File: src/rtl/wb_byte_master_if.sv
// Byte-stream command channel plus Wishbone classic single-word bus, grouped
// so the bridge and its environment share one bundle.
interface wb_byte_master_if;
  logic [7:0]  rx_dat_i;
  logic        rx_stb_i;
  logic        rx_ack_o;
  logic [7:0]  tx_dat_o;
  logic        tx_stb_o;
  logic        tx_ack_i;
  logic        cyc_o;
  logic        stb_o;
  logic        we_o;
  logic [29:0] adr_o;
  logic [3:0]  sel_o;
  logic [31:0] dat_o;
  logic [31:0] dat_i;
  logic        ack_i;

  modport master (
    input  rx_dat_i, rx_stb_i, tx_ack_i, dat_i, ack_i,
    output rx_ack_o, tx_dat_o, tx_stb_o, cyc_o, stb_o, we_o, adr_o, sel_o, dat_o
  );

  modport slave (
    output rx_dat_i, rx_stb_i, tx_ack_i, dat_i, ack_i,
    input  rx_ack_o, tx_dat_o, tx_stb_o, cyc_o, stb_o, we_o, adr_o, sel_o, dat_o
  );
endinterface

File: src/rtl/wb_byte_master.sv
// Byte-stream to Wishbone classic bridge: parses W/R command frames, runs one
// 32-bit single cycle per frame and streams back a status byte (+ read data).
module wb_byte_master #(
  parameter int unsigned TIMEOUT   = 255,
  parameter logic [7:0]  CMD_WRITE = 8'h57,
  parameter logic [7:0]  CMD_READ  = 8'h52
) (
  input  logic              clk_i,
  input  logic              rst_i,
  wb_byte_master_if.master  bus
);
  typedef enum logic [2:0] {IDLE, ADDR, WDATA, BUS, TX_STATUS, TX_DATA} state_t;

  localparam logic [15:0] TMO_LAST = 16'(TIMEOUT - 1);
  localparam logic [7:0]  ST_OK    = 8'h00;
  localparam logic [7:0]  ST_TMO   = 8'hEE;

  state_t      state;
  logic        is_wr;
  logic [1:0]  bcnt;
  logic [23:0] addr_q;
  logic [31:0] rdata;
  logic [7:0]  status;
  logic [15:0] tmo;
  logic        rx_fire;
  logic        tx_fire;

  assign rx_fire = bus.rx_stb_i & bus.rx_ack_o;
  assign tx_fire = bus.tx_stb_o & bus.tx_ack_i;

  always_ff @(posedge clk_i) begin
    if (rst_i) begin
      state        <= IDLE;
      is_wr        <= 1'b0;
      bcnt         <= 2'd0;
      addr_q       <= '0;
      rdata        <= '0;
      status       <= '0;
      tmo          <= '0;
      bus.rx_ack_o <= 1'b0;
      bus.tx_stb_o <= 1'b0;
      bus.tx_dat_o <= '0;
      bus.cyc_o    <= 1'b0;
      bus.stb_o    <= 1'b0;
      bus.we_o     <= 1'b0;
      bus.adr_o    <= '0;
      bus.sel_o    <= '0;
      bus.dat_o    <= '0;
    end else begin
      unique case (state)
        IDLE: begin
          bus.rx_ack_o <= 1'b1;
          if (rx_fire) begin
            if (bus.rx_dat_i == CMD_WRITE) begin
              is_wr <= 1'b1;
              bcnt  <= 2'd0;
              state <= ADDR;
            end else if (bus.rx_dat_i == CMD_READ) begin
              is_wr <= 1'b0;
              bcnt  <= 2'd0;
              state <= ADDR;
            end
          end
        end

        ADDR: if (rx_fire) begin
          addr_q <= {addr_q[15:0], bus.rx_dat_i};
          bcnt   <= bcnt + 2'd1;
          if (bcnt == 2'd3) begin
            // Byte-lane bits [1:0] of the last address byte are dropped here.
            bus.adr_o <= {addr_q, bus.rx_dat_i[7:2]};
            if (is_wr) begin
              state <= WDATA;
            end else begin
              state        <= BUS;
              bus.rx_ack_o <= 1'b0;
              bus.cyc_o    <= 1'b1;
              bus.stb_o    <= 1'b1;
              bus.we_o     <= 1'b0;
              bus.sel_o    <= 4'hF;
            end
          end
        end

        WDATA: if (rx_fire) begin
          bus.dat_o <= {bus.dat_o[23:0], bus.rx_dat_i};
          bcnt      <= bcnt + 2'd1;
          if (bcnt == 2'd3) begin
            state        <= BUS;
            bus.rx_ack_o <= 1'b0;
            bus.cyc_o    <= 1'b1;
            bus.stb_o    <= 1'b1;
            bus.we_o     <= 1'b1;
            bus.sel_o    <= 4'hF;
          end
        end

        BUS: begin
          // ack wins on the cycle the counter hits its limit.
          if (bus.ack_i || tmo == TMO_LAST) begin
            state        <= TX_STATUS;
            tmo          <= '0;
            bus.cyc_o    <= 1'b0;
            bus.stb_o    <= 1'b0;
            bus.we_o     <= 1'b0;
            bus.sel_o    <= '0;
            bus.tx_stb_o <= 1'b1;
            if (bus.ack_i) begin
              status       <= ST_OK;
              bus.tx_dat_o <= ST_OK;
              if (!is_wr) rdata <= bus.dat_i;
            end else begin
              status       <= ST_TMO;
              bus.tx_dat_o <= ST_TMO;
              rdata        <= '0;
            end
          end else begin
            tmo <= tmo + 16'd1;
          end
        end

        TX_STATUS: if (tx_fire) begin
          if (!is_wr && status == ST_OK) begin
            state        <= TX_DATA;
            bcnt         <= 2'd0;
            bus.tx_dat_o <= rdata[31:24];
            rdata        <= {rdata[23:0], 8'h00};
          end else begin
            state        <= IDLE;
            bus.tx_stb_o <= 1'b0;
            bus.rx_ack_o <= 1'b1;
          end
        end

        TX_DATA: if (tx_fire) begin
          if (bcnt == 2'd3) begin
            state        <= IDLE;
            bus.tx_stb_o <= 1'b0;
            bus.rx_ack_o <= 1'b1;
          end else begin
            bcnt         <= bcnt + 2'd1;
            bus.tx_dat_o <= rdata[31:24];
            rdata        <= {rdata[23:0], 8'h00};
          end
        end

        default: state <= IDLE;
      endcase
    end
  end
endmodule

File: src/flat_wrapper.sv
// flat-port wrapper written by rule: the top's interface ports become plain ports
module wb_byte_master_flat 
#(
  parameter int unsigned TIMEOUT   = 255,
  parameter logic [7:0]  CMD_WRITE = 8'h57,
  parameter logic [7:0]  CMD_READ  = 8'h52
)
  (clk_i, rst_i, bus_rx_dat_i, bus_rx_stb_i, bus_tx_ack_i, bus_dat_i, bus_ack_i, bus_rx_ack_o, bus_tx_dat_o, bus_tx_stb_o, bus_cyc_o, bus_stb_o, bus_we_o, bus_adr_o, bus_sel_o, bus_dat_o);
  wb_byte_master_if bus_i ();
  input  logic clk_i;
  input  logic rst_i;
  input wire logic [$bits(bus_i.rx_dat_i)-1:0] bus_rx_dat_i;
  input wire logic [$bits(bus_i.rx_stb_i)-1:0] bus_rx_stb_i;
  input wire logic [$bits(bus_i.tx_ack_i)-1:0] bus_tx_ack_i;
  input wire logic [$bits(bus_i.dat_i)-1:0] bus_dat_i;
  input wire logic [$bits(bus_i.ack_i)-1:0] bus_ack_i;
  output wire logic [$bits(bus_i.rx_ack_o)-1:0] bus_rx_ack_o;
  output wire logic [$bits(bus_i.tx_dat_o)-1:0] bus_tx_dat_o;
  output wire logic [$bits(bus_i.tx_stb_o)-1:0] bus_tx_stb_o;
  output wire logic [$bits(bus_i.cyc_o)-1:0] bus_cyc_o;
  output wire logic [$bits(bus_i.stb_o)-1:0] bus_stb_o;
  output wire logic [$bits(bus_i.we_o)-1:0] bus_we_o;
  output wire logic [$bits(bus_i.adr_o)-1:0] bus_adr_o;
  output wire logic [$bits(bus_i.sel_o)-1:0] bus_sel_o;
  output wire logic [$bits(bus_i.dat_o)-1:0] bus_dat_o;
  assign bus_i.rx_dat_i = bus_rx_dat_i;
  assign bus_i.rx_stb_i = bus_rx_stb_i;
  assign bus_i.tx_ack_i = bus_tx_ack_i;
  assign bus_i.dat_i = bus_dat_i;
  assign bus_i.ack_i = bus_ack_i;
  assign bus_rx_ack_o = bus_i.rx_ack_o;
  assign bus_tx_dat_o = bus_i.tx_dat_o;
  assign bus_tx_stb_o = bus_i.tx_stb_o;
  assign bus_cyc_o = bus_i.cyc_o;
  assign bus_stb_o = bus_i.stb_o;
  assign bus_we_o = bus_i.we_o;
  assign bus_adr_o = bus_i.adr_o;
  assign bus_sel_o = bus_i.sel_o;
  assign bus_dat_o = bus_i.dat_o;
  wb_byte_master #(.TIMEOUT(TIMEOUT), .CMD_WRITE(CMD_WRITE), .CMD_READ(CMD_READ)) u_core (.clk_i(clk_i), .rst_i(rst_i), .bus(bus_i));
endmodule
File: config.mk
export PLATFORM = sky130hd
export DESIGN_NAME = wb_byte_master_flat
export DESIGN_NICKNAME = d
export VERILOG_FILES = /design/src/rtl/wb_byte_master_if.sv /design/src/rtl/wb_byte_master.sv /design/src/flat_wrapper.sv
export SDC_FILE = /design/constraint.sdc
export NUM_CORES = 1
export LEC_CHECK = 0
export ABC_AREA = 0
export CAP_MARGIN = 20
export CORE_ASPECT_RATIO = 2
export CORE_MARGIN = 2
export CORE_UTILIZATION = 30
export DETAILED_ROUTE_END_ITERATION = 7
export GPL_TIMING_DRIVEN = 0
export SKIP_CTS_REPAIR_TIMING = 1
export SLEW_MARGIN = 10
export SYNTH_ARGS = -nofsm -noshare
export SYNTH_HDL_FRONTEND = slang
export SYNTH_SLANG_ARGS = --single-unit
File: constraint.sdc
create_clock -name clk_i -period 3 [get_ports clk_i]
set_input_delay 0.9 -clock clk_i [delete_from_list [all_inputs] [get_ports clk_i]]
set_output_delay 0.9 -clock clk_i [all_outputs]
set_load 0.03 [all_outputs]
Word-level counts from Yosys, hierarchy flattened
Cells that the tools add are included.
{ "word_totals": {"ff_bits": 164, "latch_bits": 0, "mem_bits_rw": 0, "romBits": 0, "inputBits": 45, "out_inout_bits": 79, "elab_cells": 137, "n_memories": 0} }
{ "op_classes": {"addsub": 2, "multipliers": 0, "div": 0, "magnitude_cmp": 0, "eq_ne": 25, "shifts": 0, "mux": 70, "n_bitwise": 2, "n_reduce_logical": 23} }
{ "op_table": {"columns": ["operator", "n"], "rows": [
  ["$mux 32", 7],
  ["$pmux 32 s3", 1],
  ["$mux 8", 6],
  ["$mux 3", 12],
  ["$mux 4", 6],
  ["$pmux 8 s3", 1],
  ["$ne 2x1->1 const B", 11],
  ["$mux 1", 21],
  ["$reduce_and 10->1", 2],
  ["$pmux 3 s6", 1],
  ["$add 16x1->16 const B", 1],
  ["$eq 16x8->1 const B", 1],
  ["$eq 8x7->1 const B", 2],
  ["$mux 16", 1],
  ["$mux 2", 8],
  ["$reduce_and 7->1", 2],
  ["$pmux 4 s3", 1],
  ["$reduce_and 6->1", 2],
  ["$pmux 1 s3", 3],
  ["$logic_not 8->1", 1],
  ["$pmux 2 s4", 1],
  ["$reduce_and 8->1", 1],
  ["$eq 3x2->1 const B", 2],
  ["$eq 3x3->1 const B", 2],
  ["other kinds (19)", 26]
]} }

Longest topological paths before layout
Gate-level depths: netlist of run 1.
{ "logic_depth": {"word_depth": 5, "ltp_mapped": 10} }

Least setup slack after synthesis of run 1
OpenSTA, ideal clock, no wires.
{ "synth_timing": {"kind": "input to register", "start": "input bus_tx_ack_i", "end": "register u_core.rdata[10]", "setup_time_ps": 119, "t_arrival_ps": 2079, "required_ps": 2881, "setup_slack_ps": 802, "cell_stages": 7, "n_path_buf": 2, "path_cell_list": "and4b_1 -> nor3_2 -> a21oi_2 -> and3_1 -> buf_6 -> buf_6 -> o221a_2"} }
{ "synth_via": {"elab_chain_cells": 3} }
{ "synth_lines": {"columns": ["item", "line_no", "rtl"], "rows": [
  ["start, declared", "flat_wrapper.sv:14", "input wire logic [$bits(bus_i.tx_ack_i)-1:0] bus_tx_ack_i;"],
  ["$and 1x1->1 (*)", "wb_byte_master.sv:29", "assign tx_fire = bus.tx_stb_o & bus.tx_ack_i;"],
  ["$ne 2x1->1 (no source line)", null, null],
  ["$reduce_and 7->1 (no source line) (*)", null, null],
  ["end signal, assigned", "wb_byte_master.sv:111", "if (!is_wr) rdata <= bus.dat_i;"],
  ["end signal, assigned", "wb_byte_master.sv:127", "rdata <= {rdata[23:0], 8'h00};"],
  ["end signal, assigned", "wb_byte_master.sv:143", "rdata <= {rdata[23:0], 8'h00};"],
  ["end, declared", "wb_byte_master.sv:22", "logic [31:0] rdata;"]
]} }
Every way passes the cells marked *; elsewhere a longest branch is shown, timed or not.
A chain may end at the register's enable or synchronous reset.

==> results of run 1 <==
cell usage after synthesis, types with 7 or more instances:
| cell type | instances |
|---|---|
| sky130_fd_sc_hd__a21oi_1 | 114 |
| sky130_fd_sc_hd__a311oi_1 | 8 |
| sky130_fd_sc_hd__a31oi_1 | 9 |
| sky130_fd_sc_hd__buf_2 | 9 |
| sky130_fd_sc_hd__buf_4 | 7 |
| sky130_fd_sc_hd__clkbuf_1 | 50 |
| sky130_fd_sc_hd__dfxtp_1 | 153 |
| sky130_fd_sc_hd__mux2i_1 | 8 |
| sky130_fd_sc_hd__nand2_1 | 241 |
| sky130_fd_sc_hd__nand3_1 | 61 |
| sky130_fd_sc_hd__nor2_1 | 9 |
| sky130_fd_sc_hd__o2111ai_1 | 7 |
| sky130_fd_sc_hd__o21ai_0 | 17 |
| sky130_fd_sc_hd__o221a_2 | 22 |
| sky130_fd_sc_hd__or3_1 | 8 |
layout make-up:
type	count	area, um^2
Buffer	72	362
Clock buffer	19	433
Clock inverter	13	170
Fill cell	2176	12700
Inverter	5	18.8
Multi-Input combinational cell	573	3040
Sequential cell	153	3060
Tap cell	273	342
Timing Repair Buffer	123	1230
metrics by stage:
stage	setup slack [ns]	utilization (%)
finish	0.384	40.5
global placement	-0.0242	37.7
detailed placement	-0.0394	37.7
floorplan	0.802	-
CTS	0.339	40.5
global route	0.227	40.5
worst paths after layout:
check,endpoint,start,cells past startpoint,slack [ns]
hold / removal,u_core.bus.adr_o[14],u_core.bus.adr_o[14],2,0.45
setup / recovery,bus_sel_o[1],u_core.bus.sel_o[2],2,0.38
setup reg to reg,u_core.rdata[13],u_core.bcnt[1],7,0.74
hold reg to reg,u_core.bus.adr_o[14],u_core.bus.adr_o[14],2,0.45
cell families after synthesis:
| logic type | share of synthesized area (%) |
|---|---|
| xor+xnor | 0.270 |
| compound gates | 20.2 |
| fa+ha+maj | 0.579 |
| simple gates | 24.6 |
| buf+inv | 5.87 |
| flops | 47.2 |
| mux | 1.24 |
layer usage:
layer | global-route usage, % | vias to the layer above | share of wire (%)
met5 | 0 | - | 0
met4 | 8.75 | 0 | 3.8
met3 | 2.99 | 44 | 3.1
met2 | 34.8 | 147 | 57
met1 | 17.3 | 2798 | 36
li1 | - | 3091 | -
power breakdown:
part           switching (uW)  internal [uW]
registers                8.17           2040
clock network             889           1310
logic                     144            107
total                    1040           3460
worst register-to-register path, stage by stage, from the launching register on:
cell,delay [ns]
sky130_fd_sc_hd__dfxtp_1,0.31
sky130_fd_sc_hd__ha_1,0.27
sky130_fd_sc_hd__and4b_1,0.29
sky130_fd_sc_hd__nor3_2,0.06
sky130_fd_sc_hd__a21oi_2,0.37
sky130_fd_sc_hd__nand2_1,0.26
sky130_fd_sc_hd__clkbuf_1,0.29
sky130_fd_sc_hd__o221a_2,0.30
registers in the layout, summed over array words and instances, names as in the netlist, 2 cells and up:
register and flops:
u_core.bus.dat_o 32, u_core.rdata 32, u_core.bus.adr_o 30, u_core.addr_q 24
u_core.tmo 16, u_core.bus.tx_dat_o 8, u_core.state 3, u_core.bcnt 2
==> reports/qor.log, run 1 <==
qor: outcome.status finished, final reports clean
qor: global_routing.via_count_of_the_first_global_routing_pass 5,967
qor: sta.worst_hold_margin 0.452 ns
qor: cells_and_area.post-route-cell-area 8660 um^2
qor: sta.rsz0062_at_grt false
qor: clocking.tritoncts_num_sinks 153
qor: sta.report.final.slew_viol_count 0
qor: worst_setup_path.required_time_at_the_worst_slack_endpoint 2.10 ns
qor: cells_and_area.finalNonFillerCells 1,231
qor: global_routing.grt_use_total 17.8%
qor: worst_setup_path.cp_class flop to output port
qor: sta.tightest_slew 0.773 ns
qor: floorplan.ioPinCount 124
qor: power_and_ir_drop.power.density 520 nW/um^2
qor: logic_synthesis.synth.area.top_cells sky130_fd_sc_hd__dfxtp_1 (47%), sky130_fd_sc_hd__nand2_1 (14%), sky130_fd_sc_hd__a21oi_1 (8.8%)
qor: placement.dpl-instance-area 8060 um^2
qor: worst_setup_path.crit_path_cell_trace buf_4 > clkdlybuf4s50_1
qor: worst_hold_path.min-delay-path-class flop to flop
qor: route.drt_wl_total 19,900 um
qor: sta.finalSetupViolCount 0
qor: clocking.clkLatencyLatePin 0.45 ns
qor: worst_setup_path.timing.critical_path.fanout_max 7
qor: sta.totalNegativeSetupSlack 0 ns
qor: cells_and_area.drive_gt1_share 8.87%
qor: floorplan.start_util 30.3%
qor: floorplan.chipWidth 108 um
qor: route.post-route-drc-count 0
qor: sta.fin_worst_skew 0.0271 ns
qor: logic_synthesis.syn_nets 851
qor: logic_synthesis.netlist.top_cell.by_area sky130_fd_sc_hd__dfxtp_1
qor: logic_synthesis.netlist_instances 803
qor: global_routing.initial_antenna_violation_count 0
qor: clocking.clock_tree.root_cell sky130_fd_sc_hd__clkbuf_16
qor: global_routing.wire_length_of_the_first_global_routing_pass 31,100 um
qor: logic_synthesis.async_reset_ff_share 0%
qor: placement.buffer_ports.inserted 123
qor: logic_synthesis.syn-mean-instance-area 8.07 um^2
qor: floorplan.area_inside_the_core_boundary 21,400 um^2
qor: worst_setup_path.critical-path-max-stage-delay 0.66 ns
qor: power_and_ir_drop.power_leakage 0.00285 uW
qor: floorplan.dieArea 22,900 um^2
qor: floorplan.die_y 212 um
qor: job.drv.max_cap_violation_count 0
qor: logic_synthesis.synth_largest_type_area_fraction 47.2%
qor: worst_setup_path.critical_path.endpoint_type output port
qor: logic_synthesis.syn-cell-area 6480 um^2
qor: clocking.cts_tree yes
qor: worst_setup_path.timing.critical_path.arrival 1.72 ns
qor: route.detailedRoute.firstPassIterationCount 4
qor: sta.slew_headroom 47.8%
qor: route.vias_per_cell 4.94
qor: route.antenna_violating_nets_remaining 0
qor: logic_synthesis.yosys_most_used_dff sky130_fd_sc_hd__dfxtp_1
qor: power_and_ir_drop.post_layout_total_power 4500 uW
qor: clocking.cts.htree.levels 4
qor: sta.fin_crit_sh 87.2%
qor: cells_and_area.finalNetCount 993
qor: global_routing.largest_net_degree_at_the_start_of_global_routing 17
qor: global_routing.grt-ovfl-total 0
qor: placement.globalplace.congestion 0.879
qor: cells_and_area.layout-area-overhead-vs-synth 33.6%
qor: clocking.clk_path_buf_depth 2
qor: power_and_ir_drop.ir_drop 0.286 mV
qor: sta.timing.final.crit_period 2.62 ns
qor: route.drt_iter0_drc 284
qor: cells_and_area.num_antenna_cells 0
qor: route.detail_route.wl_per_cell 16.2 um
qor: clocking.clock_transition_at_the_registers_of_the_reported_paths 0.06 ns
qor: worst_setup_path.crit_buf_inv 2
qor: placement.dp_cells 1,199
qor: clocking.tritoncts_buffer_count 17
qor: worst_setup_path.critPathTopFamily buffers and inverters
qor: worst_setup_path.critical_path_launch_point_type flop
qor: placement.place.detailed.hpwl 15,300 um
qor: cells_and_area.most_common_cell_after_layout_fill_and_taps_aside sky130_fd_sc_hd__nand2_1
qor: logic_synthesis.ys_seq_elements 153
qor: floorplan.num_rows 76
qor: worst_setup_path.cpMaxStageDelayCell sky130_fd_sc_hd__clkdlybuf4s50_1
qor: logic_synthesis.synth-edff-count 0
qor: sta.hold_violations 0
qor: sta.max_clock_freq 382 MHz
qor: cells_and_area.commonest_cells_after_routing_fill_and_taps_aside sky130_fd_sc_hd__nand2_1 (241), sky130_fd_sc_hd__dfxtp_1 (153), sky130_fd_sc_hd__clkdlybuf4s50_1 (123)
qor: logic_synthesis.synth_sequential_area_ratio 47.2%
qor: logic_synthesis.ys_types 58
qor: logic_synthesis.yosysWarnings 0
qor: route.via_count 6,080
No activity file was read; power rests on OpenSTA's default activity.
==> run 2, diff against run 1 <==
--- a/config.mk
+++ b/config.mk
@@ -6,13 +6,13 @@
 export NUM_CORES = 1
 export LEC_CHECK = 0
 export ABC_AREA = 0
-export CAP_MARGIN = 20
 export CORE_ASPECT_RATIO = 2
 export CORE_MARGIN = 2
 export CORE_UTILIZATION = 30
 export DETAILED_ROUTE_END_ITERATION = 7
 export GPL_TIMING_DRIVEN = 0
 export SKIP_CTS_REPAIR_TIMING = 1
+export SKIP_LAST_GASP = 1
 export SLEW_MARGIN = 10
 export SYNTH_ARGS = -nofsm -noshare
 export SYNTH_HDL_FRONTEND = slang
==> results of run 2 <==
Same layout as run 1: the final DEF is identical, and so are final timing and power.
